==> src/rtl/move_sequencer_if.sv <==
// ----------------------------------------------------------------------------
// move_sequencer_if
// Purpose : bundles the place/new_game request inputs, the board-RAM port and
//           the game status outputs of move_sequencer.
// Modports: master - move_sequencer (drives RAM port and status)
//           slave  - environment (drives requests and RAM read data)
// Signals : new_game, place, mouse_pos[ADDR_W], ram_addr[ADDR_W], ram_rd_data[2],
//           ram_we, ram_wr_data[2], player, busy, move_ok, move_rej,
//           move_cnt[ADDR_W+1], game_over, turn_left[TURN_W] (TURN_TIMER_EN only)
// Config  : TURN_TIMER_EN adds the turn_left status signal.
// ----------------------------------------------------------------------------
interface move_sequencer_if #(
   parameter int unsigned ADDR_W = 6,
   parameter int unsigned TURN_W = 31
);
   logic              new_game;
   logic              place;
   logic [ADDR_W-1:0] mouse_pos;
   logic [ADDR_W-1:0] ram_addr;
   logic [1:0]        ram_rd_data;
   logic              ram_we;
   logic [1:0]        ram_wr_data;
   logic              player;
   logic              busy;
   logic              move_ok;
   logic              move_rej;
   logic [ADDR_W:0]   move_cnt;
   logic              game_over;
`ifdef TURN_TIMER_EN
   logic [TURN_W-1:0] turn_left;
`endif

   modport master (
      input  new_game, place, mouse_pos, ram_rd_data,
      output ram_addr, ram_we, ram_wr_data, player, busy,
             move_ok, move_rej, move_cnt, game_over
`ifdef TURN_TIMER_EN
      , output turn_left
`endif
   );

   modport slave (
      output new_game, place, mouse_pos, ram_rd_data,
      input  ram_addr, ram_we, ram_wr_data, player, busy,
             move_ok, move_rej, move_cnt, game_over
`ifdef TURN_TIMER_EN
      , input turn_left
`endif
   );
endinterface

==> src/rtl/move_sequencer.sv <==
// ----------------------------------------------------------------------------
// move_sequencer
// Purpose : turn/move controller between the mouse cell picker and the board
//           cell RAM. Clears the board, serialises place requests, checks the
//           target cell, writes the owner code, alternates players, counts
//           moves and flags game over.
// Ports   : clk  - clk_65 domain clock
//           rst  - asynchronous reset, active-low
//           bus  - move_sequencer_if.master (requests, RAM port, status)
// Config  : TURN_TIMER_EN enables a per-turn time limit (TURN_TICKS cycles);
//           an idle turn that runs out is forfeited with a move_rej pulse.
// ----------------------------------------------------------------------------
module move_sequencer #(
   parameter int unsigned CELLS      = 64,
   parameter int unsigned ADDR_W     = 6,
   parameter int unsigned TURN_TICKS = 1_950_000_000
) (
   input  logic            clk,
   input  logic            rst,
   move_sequencer_if.master bus
);
   localparam int unsigned CNT_W = ADDR_W + 1;
   localparam logic [CNT_W-1:0] CELLS_C = CNT_W'(CELLS);

   typedef enum logic [2:0] {
      S_CLEAR, S_IDLE, S_READ, S_CHECK, S_WRITE, S_OVER
   } state_t;

   state_t            r_state;
   logic [CNT_W-1:0]  r_clr_cnt;
   logic [ADDR_W-1:0] r_ram_addr;
   logic              r_ram_we;
   logic [1:0]        r_ram_wr_data;
   logic              r_player;
   logic              r_busy;
   logic              r_move_ok;
   logic              r_move_rej;
   logic [CNT_W-1:0]  r_move_cnt;
   logic              r_game_over;

   logic              w_pos_oob;
   logic [CNT_W-1:0]  w_cnt_inc;

   // Positions beyond the board are rejected without touching the RAM.
   assign w_pos_oob = ({1'b0, bus.mouse_pos} >= CELLS_C);
   // Saturating move count.
   assign w_cnt_inc = (r_move_cnt == CELLS_C) ? r_move_cnt : r_move_cnt + CNT_W'(1);

`ifdef TURN_TIMER_EN
   localparam int unsigned TURN_W = $clog2(TURN_TICKS);
   logic [TURN_W-1:0] r_turn_cnt;
   assign bus.turn_left = TURN_W'(TURN_TICKS - 1) - r_turn_cnt;
`endif

   // Sequencer FSM; every output is a register updated with the next state.
   always_ff @(posedge clk or negedge rst) begin
      if (!rst) begin
         r_state       <= S_CLEAR;
         r_clr_cnt     <= '0;
         r_ram_addr    <= '0;
         r_ram_we      <= 1'b0;
         r_ram_wr_data <= 2'b00;
         r_player      <= 1'b0;
         r_busy        <= 1'b1;
         r_move_ok     <= 1'b0;
         r_move_rej    <= 1'b0;
         r_move_cnt    <= '0;
         r_game_over   <= 1'b0;
`ifdef TURN_TIMER_EN
         r_turn_cnt    <= '0;
`endif
      end else begin
         r_move_ok  <= 1'b0;
         r_move_rej <= 1'b0;
         if (bus.new_game) begin
            // Restart wins over anything in flight; the first clear write is issued now.
            r_state       <= S_CLEAR;
            r_clr_cnt     <= CNT_W'(1);
            r_ram_addr    <= '0;
            r_ram_we      <= 1'b1;
            r_ram_wr_data <= 2'b00;
            r_busy        <= 1'b1;
            r_player      <= 1'b0;
            r_move_cnt    <= '0;
            r_game_over   <= 1'b0;
`ifdef TURN_TIMER_EN
            r_turn_cnt    <= '0;
`endif
         end else begin
            case (r_state)
               S_CLEAR: begin
                  if (r_clr_cnt < CELLS_C) begin
                     r_ram_we      <= 1'b1;
                     r_ram_wr_data <= 2'b00;
                     r_ram_addr    <= r_clr_cnt[ADDR_W-1:0];
                     r_clr_cnt     <= r_clr_cnt + CNT_W'(1);
                  end else begin
                     r_ram_we   <= 1'b0;
                     r_ram_addr <= '0;
                     r_state    <= S_IDLE;
                     r_busy     <= 1'b0;
                     r_player   <= 1'b0;
                     r_move_cnt <= '0;
`ifdef TURN_TIMER_EN
                     r_turn_cnt <= '0;
`endif
                  end
               end
               S_IDLE: begin
`ifdef TURN_TIMER_EN
                  // Expired turn is forfeited; a place in the same cycle is dropped.
                  if (r_turn_cnt == TURN_W'(TURN_TICKS - 1)) begin
                     r_player   <= ~r_player;
                     r_move_rej <= 1'b1;
                     r_turn_cnt <= '0;
                  end else begin
                     r_turn_cnt <= r_turn_cnt + TURN_W'(1);
`endif
                  if (bus.place) begin
                     if (w_pos_oob) begin
                        r_move_rej <= 1'b1;
                     end else begin
                        r_ram_addr <= bus.mouse_pos;
                        r_state    <= S_READ;
                        r_busy     <= 1'b1;
                     end
                  end
`ifdef TURN_TIMER_EN
                  end
`endif
               end
               S_READ: begin
                  r_state <= S_CHECK;
               end
               S_CHECK: begin
                  if (bus.ram_rd_data == 2'b00) begin
                     r_state       <= S_WRITE;
                     r_ram_we      <= 1'b1;
                     r_ram_wr_data <= r_player ? 2'b10 : 2'b01;
                     r_move_ok     <= 1'b1;
                  end else begin
                     r_move_rej <= 1'b1;
                     r_state    <= S_IDLE;
                     r_busy     <= 1'b0;
                  end
               end
               S_WRITE: begin
                  r_ram_we   <= 1'b0;
                  r_player   <= ~r_player;
                  r_move_cnt <= w_cnt_inc;
                  r_busy     <= 1'b0;
`ifdef TURN_TIMER_EN
                  r_turn_cnt <= '0;
`endif
                  if (w_cnt_inc == CELLS_C) begin
                     r_state     <= S_OVER;
                     r_game_over <= 1'b1;
                  end else begin
                     r_state <= S_IDLE;
                  end
               end
               S_OVER: begin
                  if (bus.place) r_move_rej <= 1'b1;
               end
               default: begin
                  r_state <= S_IDLE;
                  r_busy  <= 1'b0;
               end
            endcase
         end
      end
   end

   assign bus.ram_addr    = r_ram_addr;
   assign bus.ram_we      = r_ram_we;
   assign bus.ram_wr_data = r_ram_wr_data;
   assign bus.player      = r_player;
   assign bus.busy        = r_busy;
   assign bus.move_ok     = r_move_ok;
   assign bus.move_rej    = r_move_rej;
   assign bus.move_cnt    = r_move_cnt;
   assign bus.game_over   = r_game_over;

endmodule

==> src/flat_wrapper.sv <==
// flat-port wrapper written by rule: the top's interface ports become plain ports
module move_sequencer_flat 
#(
   parameter int unsigned CELLS      = 64,
   parameter int unsigned ADDR_W     = 6,
   parameter int unsigned TURN_TICKS = 1_950_000_000
)
  (clk, rst, bus_new_game, bus_place, bus_mouse_pos, bus_ram_rd_data, bus_ram_addr, bus_ram_we, bus_ram_wr_data, bus_player, bus_busy, bus_move_ok, bus_move_rej, bus_move_cnt, bus_game_over);
  move_sequencer_if #(.ADDR_W(ADDR_W)) bus_i ();
  input  logic clk;
  input  logic rst;
  input wire logic [$bits(bus_i.new_game)-1:0] bus_new_game;
  input wire logic [$bits(bus_i.place)-1:0] bus_place;
  input wire logic [$bits(bus_i.mouse_pos)-1:0] bus_mouse_pos;
  input wire logic [$bits(bus_i.ram_rd_data)-1:0] bus_ram_rd_data;
  output wire logic [$bits(bus_i.ram_addr)-1:0] bus_ram_addr;
  output wire logic [$bits(bus_i.ram_we)-1:0] bus_ram_we;
  output wire logic [$bits(bus_i.ram_wr_data)-1:0] bus_ram_wr_data;
  output wire logic [$bits(bus_i.player)-1:0] bus_player;
  output wire logic [$bits(bus_i.busy)-1:0] bus_busy;
  output wire logic [$bits(bus_i.move_ok)-1:0] bus_move_ok;
  output wire logic [$bits(bus_i.move_rej)-1:0] bus_move_rej;
  output wire logic [$bits(bus_i.move_cnt)-1:0] bus_move_cnt;
  output wire logic [$bits(bus_i.game_over)-1:0] bus_game_over;
  assign bus_i.new_game = bus_new_game;
  assign bus_i.place = bus_place;
  assign bus_i.mouse_pos = bus_mouse_pos;
  assign bus_i.ram_rd_data = bus_ram_rd_data;
  assign bus_ram_addr = bus_i.ram_addr;
  assign bus_ram_we = bus_i.ram_we;
  assign bus_ram_wr_data = bus_i.ram_wr_data;
  assign bus_player = bus_i.player;
  assign bus_busy = bus_i.busy;
  assign bus_move_ok = bus_i.move_ok;
  assign bus_move_rej = bus_i.move_rej;
  assign bus_move_cnt = bus_i.move_cnt;
  assign bus_game_over = bus_i.game_over;
  move_sequencer #(.CELLS(CELLS), .ADDR_W(ADDR_W), .TURN_TICKS(TURN_TICKS)) u_core (.clk(clk), .rst(rst), .bus(bus_i));
endmodule
==> config.mk <==
export PLATFORM = sky130hd
export DESIGN_NAME = move_sequencer_flat
export DESIGN_NICKNAME = d
export VERILOG_FILES = /design/src/rtl/move_sequencer_if.sv /design/src/rtl/move_sequencer.sv /design/src/flat_wrapper.sv
export SDC_FILE = /design/constraint.sdc
export NUM_CORES = 1
export LEC_CHECK = 0
export ABC_AREA = 1
export BUFFER_PORTS_ARGS = -buffer_cell sky130_fd_sc_hd__buf_2
export CORE_AREA = 2 2 57 59
export DETAILED_ROUTE_END_ITERATION = 12
export DIE_AREA = 0 0 59 61
export GPL_TIMING_DRIVEN = 0
export MAX_ROUTING_LAYER = met4
export PLACE_DENSITY = 0.84
export SLEW_MARGIN = 10
export SYNTH_ARGS = -nofsm -noshare
export SYNTH_HDL_FRONTEND = slang
export SYNTH_SLANG_ARGS = --single-unit
==> constraint.sdc <==
create_clock -name clk -period 2.05 [get_ports clk]
set_clock_uncertainty 0.05 [all_clocks]
set_input_delay 0.41 -clock clk [delete_from_list [all_inputs] [get_ports clk]]
set_output_delay 0.41 -clock clk [all_outputs]
set_load 0.005 [all_outputs]
## After elaboration in Yosys (flattened, before gate mapping)

Index checks and enable logic that the tools add are counted.

- Logic and storage cells: 91
- Output and inout port bits: 21
- Register bits after elaboration: 31
- Bits of input ports: 12

- Bitwise operators: 1
- Muxes and demuxes: 43
- Reductions and logical operators: 19
- Equal/unequal tests: 14
- Add/sub/neg operators: 2
- Magnitude comparators: 1

Operators by type and width:

| operator | count |
|---|---|
| 7-bit two-way mux | 6 |
| 6-bit two-way mux | 3 |
| 3-bit case mux with 6 select lines | 1 |
| 1-bit two-way mux | 17 |
| 3-bit two-way mux | 5 |
| 7-bit by 1-bit adder with 7-bit output (second input constant) | 2 |
| 7-bit equality test (second input constant) | 2 |
| 7-bit case mux with 2 select lines | 1 |
| 6-bit case mux with 2 select lines | 1 |
| 2-bit AND reduction | 5 |
| 3-bit != test (second input constant) | 3 |
| 3-bit nonzero test | 3 |
| 2-bit two-way mux | 4 |
| 2-bit nonzero test | 4 |
| 7-bit < comparator (second input constant) | 1 |
| 3-bit by 2-bit equality test with 1-bit output (second input constant) | 2 |
| 3-bit equality test (second input constant) | 2 |
| 3-bit by 2-bit != test with 1-bit output (second input constant) | 2 |
| 3-bit AND reduction | 2 |
| 1-bit case mux with 2 select lines | 2 |
| 1-bit case mux with 4 select lines | 1 |
| 2-bit case mux with 2 select lines | 1 |
| 4-bit AND reduction | 1 |
| 4-bit nonzero test | 1 |
| 8 further kinds | 8 |

## Depth between registers and ports, before layout

- Word-level depth: 6
- Depth in mapped cells: 12
- Mapped depth without buffers: 12

## Worst setup path after synthesis

Ideal clock, no wire load.

- Kind: input to register
- Start point: input bus_new_game
- End point: register u_core.r_ram_addr[1], in the netlist u_core.bus.ram_addr[1]
- Stages: 8
- Library setup time: 0.126 ns
- Buffers on the path: 2
- Setup slack: 0.655 ns
- Data arrival time: 1.218 ns
- Required time: 1.874 ns
- Cell sequence: buf_2 > inv_2 > nand4_2 > o21ai_2 > inv_2 > buf_6 > nor2_1 > a31oi_1

- Word-level cells in the longest chain between the ends: 2
- Elaborated cells between the ends (all ways): 4
- Those cells by class: 1 x eq/ne; 1 x mux; 2 x reduce/logical

RTL lines:

| item | RTL line | source |
|---|---|---|
| start: declaration | flat_wrapper.sv:12 | `input wire logic [$bits(bus_i.new_game)-1:0] bus_new_game;` |
| 3-bit != test (no line) / 3-bit nonzero test (equally long branches) | - |  |
| 2-bit AND reduction (no line) | - |  |
| end signal: assignment | move_sequencer.sv:95 | `r_ram_addr <= r_clr_cnt[ADDR_W-1:0];` |
| end signal: assignment | move_sequencer.sv:123 | `r_ram_addr <= bus.mouse_pos;` |
| end: declaration | move_sequencer.sv:31 | `logic [ADDR_W-1:0] r_ram_addr;` |

Parallel ways exist; a longest one is shown, timed or not.
A chain may end at the register's enable or synchronous reset.

## Worst setup path after layout

- Start point: register u_core.r_state[0]
- End point: register u_core.r_busy, in the netlist u_core.bus.busy

- Word-level cells in the longest chain between the ends: 4
- Elaborated cells between the ends (all ways): 13
- Those cells by class: 8 x eq/ne; 2 x mux; 3 x reduce/logical

RTL lines:

| item | RTL line | source |
|---|---|---|
| start: declaration | move_sequencer.sv:29 | `state_t r_state;` |
| start signal: assignment | move_sequencer.sv:58 | `r_state <= S_CLEAR;` |
| start signal: assignment | move_sequencer.sv:77 | `r_state <= S_CLEAR;` |
| start signal: assignment | move_sequencer.sv:100 | `r_state <= S_IDLE;` |
| 3-bit by 2-bit equality test with 1-bit output / 3-bit equality test (equally long branches) | move_sequencer.sv:90 | `case (r_state)` |
| 2-bit OR reduction (no line) | - |  |
| 1-bit case mux with 4 select lines / 2-bit by 1-bit != test with 1-bit output (equally long branches) | - |  |
| 1-bit two-way mux / 4-bit AND reduction (equally long branches) | - |  |
| end signal: assignment | move_sequencer.sv:64 | `r_busy <= 1'b1;` |
| end signal: assignment | move_sequencer.sv:82 | `r_busy <= 1'b1;` |
| end signal: assignment | move_sequencer.sv:101 | `r_busy <= 1'b0;` |
| end: declaration | move_sequencer.sv:35 | `logic r_busy;` |

Parallel ways exist; a longest one is shown, timed or not.

==> out/qor.csv <==
metric,value,unit
vias,1556,
clk_latency,0.33,ns
worst_slew_pin_slew,0.6810,ns
max_stage_delay,0.44,ns
hold_class,primary input to asynchronous set/reset pin,
cts-resized-gates,0,
synth_top_area_cell,dfrtp_1,
crit_top_cell,nor2_4,
clock.fmax,0.6333,GHz
cts_buffers,5,
synthDistinctLibCells,27,
cp_data_required_time,2.27,ns
synth.area.top_cells,"dfrtp_1 45%, nand2_1 8.9%, nand3_1 6.0%",
dp_hpwl,2.621,mm
postCtsSetupRepairBufs,0,
cap_viol_max_count,0,
setup-tns-final,0,ns
fin_hold_ws,0.04807,ns
synth_most_common_cell,nand2_1,
grt_max_degree,32,
yosys-top-cells-count,"40 x nand2_1, 30 x dfrtp_1, 24 x nor2_1",
synth_seq_cells,31,
synth_top_area_share,0.4471,
clockRootBuffer,clkbuf_4,
io_pins,33,
first_global_vias,1372,
fin_crit_sh,0.7703,
power_density,810.8,nW/um^2
start_util,0.5686,
synth_flop_cell,dfrtp_1,
criticalPathCategory,flop to flop,
antenna_left,0,
die_h,61,um
antenna_found_initial,0,
rsz0062_at_grt,no,
diodes,0,
finalMaxSlewViolations,0,
cp_max_fo,7,
slew_headroom,0.5460,
syn_nets,224,
critical_path.top_delay_family,simple AND/OR/NAND/NOR gates,
cp-end-kind,flop,
path_clk_slew,0.10,ns
routedWlPerCell,12.52,um
cp_slowest_cell,dfrtp_1,
syn_avg_cell_area,8.034,um^2
drive_above_1_share,0.2581,
min_period,1.579,ns
cts_tree,built,
port_buffers,31,
ys_seq_area_frac,0.4627,
synth_warnings,0,
hold_buffers,0,
synth_cells,209,
crit_buf_inv,2,
critPathLaunchType,flop,
outcome,finished clean,
vdd_drop_max,0.4810,mV
gp_congestion,0.8499,
synth_area,1679,um^2
dieArea,3599,um^2
finalHoldViolCount,0,
firstDrtPassIters,4,
worstPathArrival,1.80,ns
p_leak,0.9957,nW
routed_wl,3.518,mm
path_cells,"nor2_2, inv_2, nor2_4, nand2_4, nor2_4, inv_1, nand3_1, nand2_1, o21ai_1",
viasPerCell,5.537,
areaGrowthSynthToFinish,16.84,%
ctsHtreeMaxLevel,2,
drt_iter0_markers,80,
groute.usage.overall,0.2246,
die_w,59,um
total_power,1.591,mW
grt_pass1_wl,5.865,mm
overflow,0,
async_reset_ff_frac,1.000,
clk_path_buf_depth,2,
final_nets,262,
setup_viol,0,
core,2953,um^2
num-fill-cells,241,
rows,20,
synth_edf_count,0,
drc,0,
clock_sinks,31,
## layout make-up
| cell class | count | area, um^2 | share of cell area |
|---|---|---|---|
| tap | 33 | 41.29 | 0.02105 |
| timing repair buffer | 31 | 155.1 | 0.07908 |
| clock buffer | 6 | 51.30 | 0.02615 |
| sequential | 31 | 777.0 | 0.3960 |
| buffer | 4 | 26.28 | 0.01339 |
| multi-input combinational | 144 | 763.2 | 0.3890 |
| clock inverter | 2 | 35.03 | 0.01786 |
| inverter | 30 | 112.6 | 0.05740 |
## path summary, 6_finish.rpt
| path | startpoint | to | slack [ns] | depth (start not counted) |
|---|---|---|---|---|
| max | u_core.r_state[0] | u_core.bus.busy | 0.47 | 9 |
| min | rst | u_core.bus.move_cnt[3] | 0.05 | 1 |
| max reg2reg | u_core.r_state[0] | u_core.bus.busy | 0.47 | 9 |
| min reg2reg | u_core.bus.busy | u_core.bus.busy | 0.44 | 2 |
| max in group asynchronous | rst | u_core.r_clr_cnt[1] | 1.46 | 1 |
| min in group clk | bus_mouse_pos[3] | u_core.bus.ram_addr[3] | 0.30 | 3 |
## cells in the final DEF (no fill, tap or decap)
cell type / count
inv_1: 23
a21oi_1: 3
nand3_1: 20
inv_2: 7
dfrtp_1: 30
o21ai_0: 10
nor2_1: 24
xor2_1: 2
nand3_2: 1
o22ai_1: 7
dfstp_2: 1
nand2_4: 1
or2_2: 1
clkbuf_4: 5
o21ai_1: 2
o21ai_2: 3
nand4_2: 1
ha_1: 3
nand4_1: 11
nand2_1: 40
clkbuf_8: 1
o31ai_1: 2
buf_6: 1
buf_2: 34
nor2_2: 1
xnor2_1: 1
nand2_2: 2
clkinv_2: 1
bufinv_16: 1
nor2_4: 3
a31oi_1: 6
## report_power, final
part / switching [mW] / total (mW) / internal [mW]
Combinational: 0.211 / 0.346 / 0.135
Sequential: 0.0563 / 0.743 / 0.687
Clock: 0.213 / 0.501 / 0.288
Total: 0.481 / 1.59 / 1.11
## layer usage
| layer | global-route usage | vias to the layer above | share of wire |
|---|---|---|---|
| li1 | - | 776 | - |
| met1 | 0.2882 | 724 | 0.45 |
| met2 | 0.3381 | 49 | 0.47 |
| met3 | 0.05757 | 7 | 0.061 |
| met4 | 0.09416 | 0 | 0.018 |
| met5 | - | - | 0 |
## per-stage QoR
stage	std cells	instance area, um^2	utilization	setup slack [ns]
after floorplan	209	1679	-	0.6555
after global placement	273	1876	0.6352	0.5111
after detailed placement	273	1876	0.6352	0.4859
after CTS	281	1962	0.6644	0.4683
after global routing	281	1962	0.6644	0.2919
final	281	1962	0.6644	0.4710
## flip-flops by register name (all words and copies together), names as in the netlist
register	cells
u_core.bus.game_over	1
u_core.bus.busy	1
u_core.bus.move_ok	1
u_core.r_state	3
u_core.bus.move_cnt	7
u_core.r_clr_cnt	7
u_core.bus.ram_addr	6
u_core.bus.move_rej	1
u_core.bus.ram_wr_data	2
u_core.bus.ram_we	1
u_core.bus.player	1
## cells by family (layout without fill, tap and decap cells)
| logic type | after synthesis | after routing | synth area share |
|---|---|---|---|
| compound gates | 33 | 33 | 0.1177 |
| xor+xnor | 3 | 3 | 0.01565 |
| fa+ha+maj | 3 | 3 | 0.02236 |
| buf+inv | 34 | 73 | 0.08271 |
| flops | 31 | 31 | 0.4627 |
| simple gates | 105 | 105 | 0.2988 |
Power figures use the tool's default switching activity.
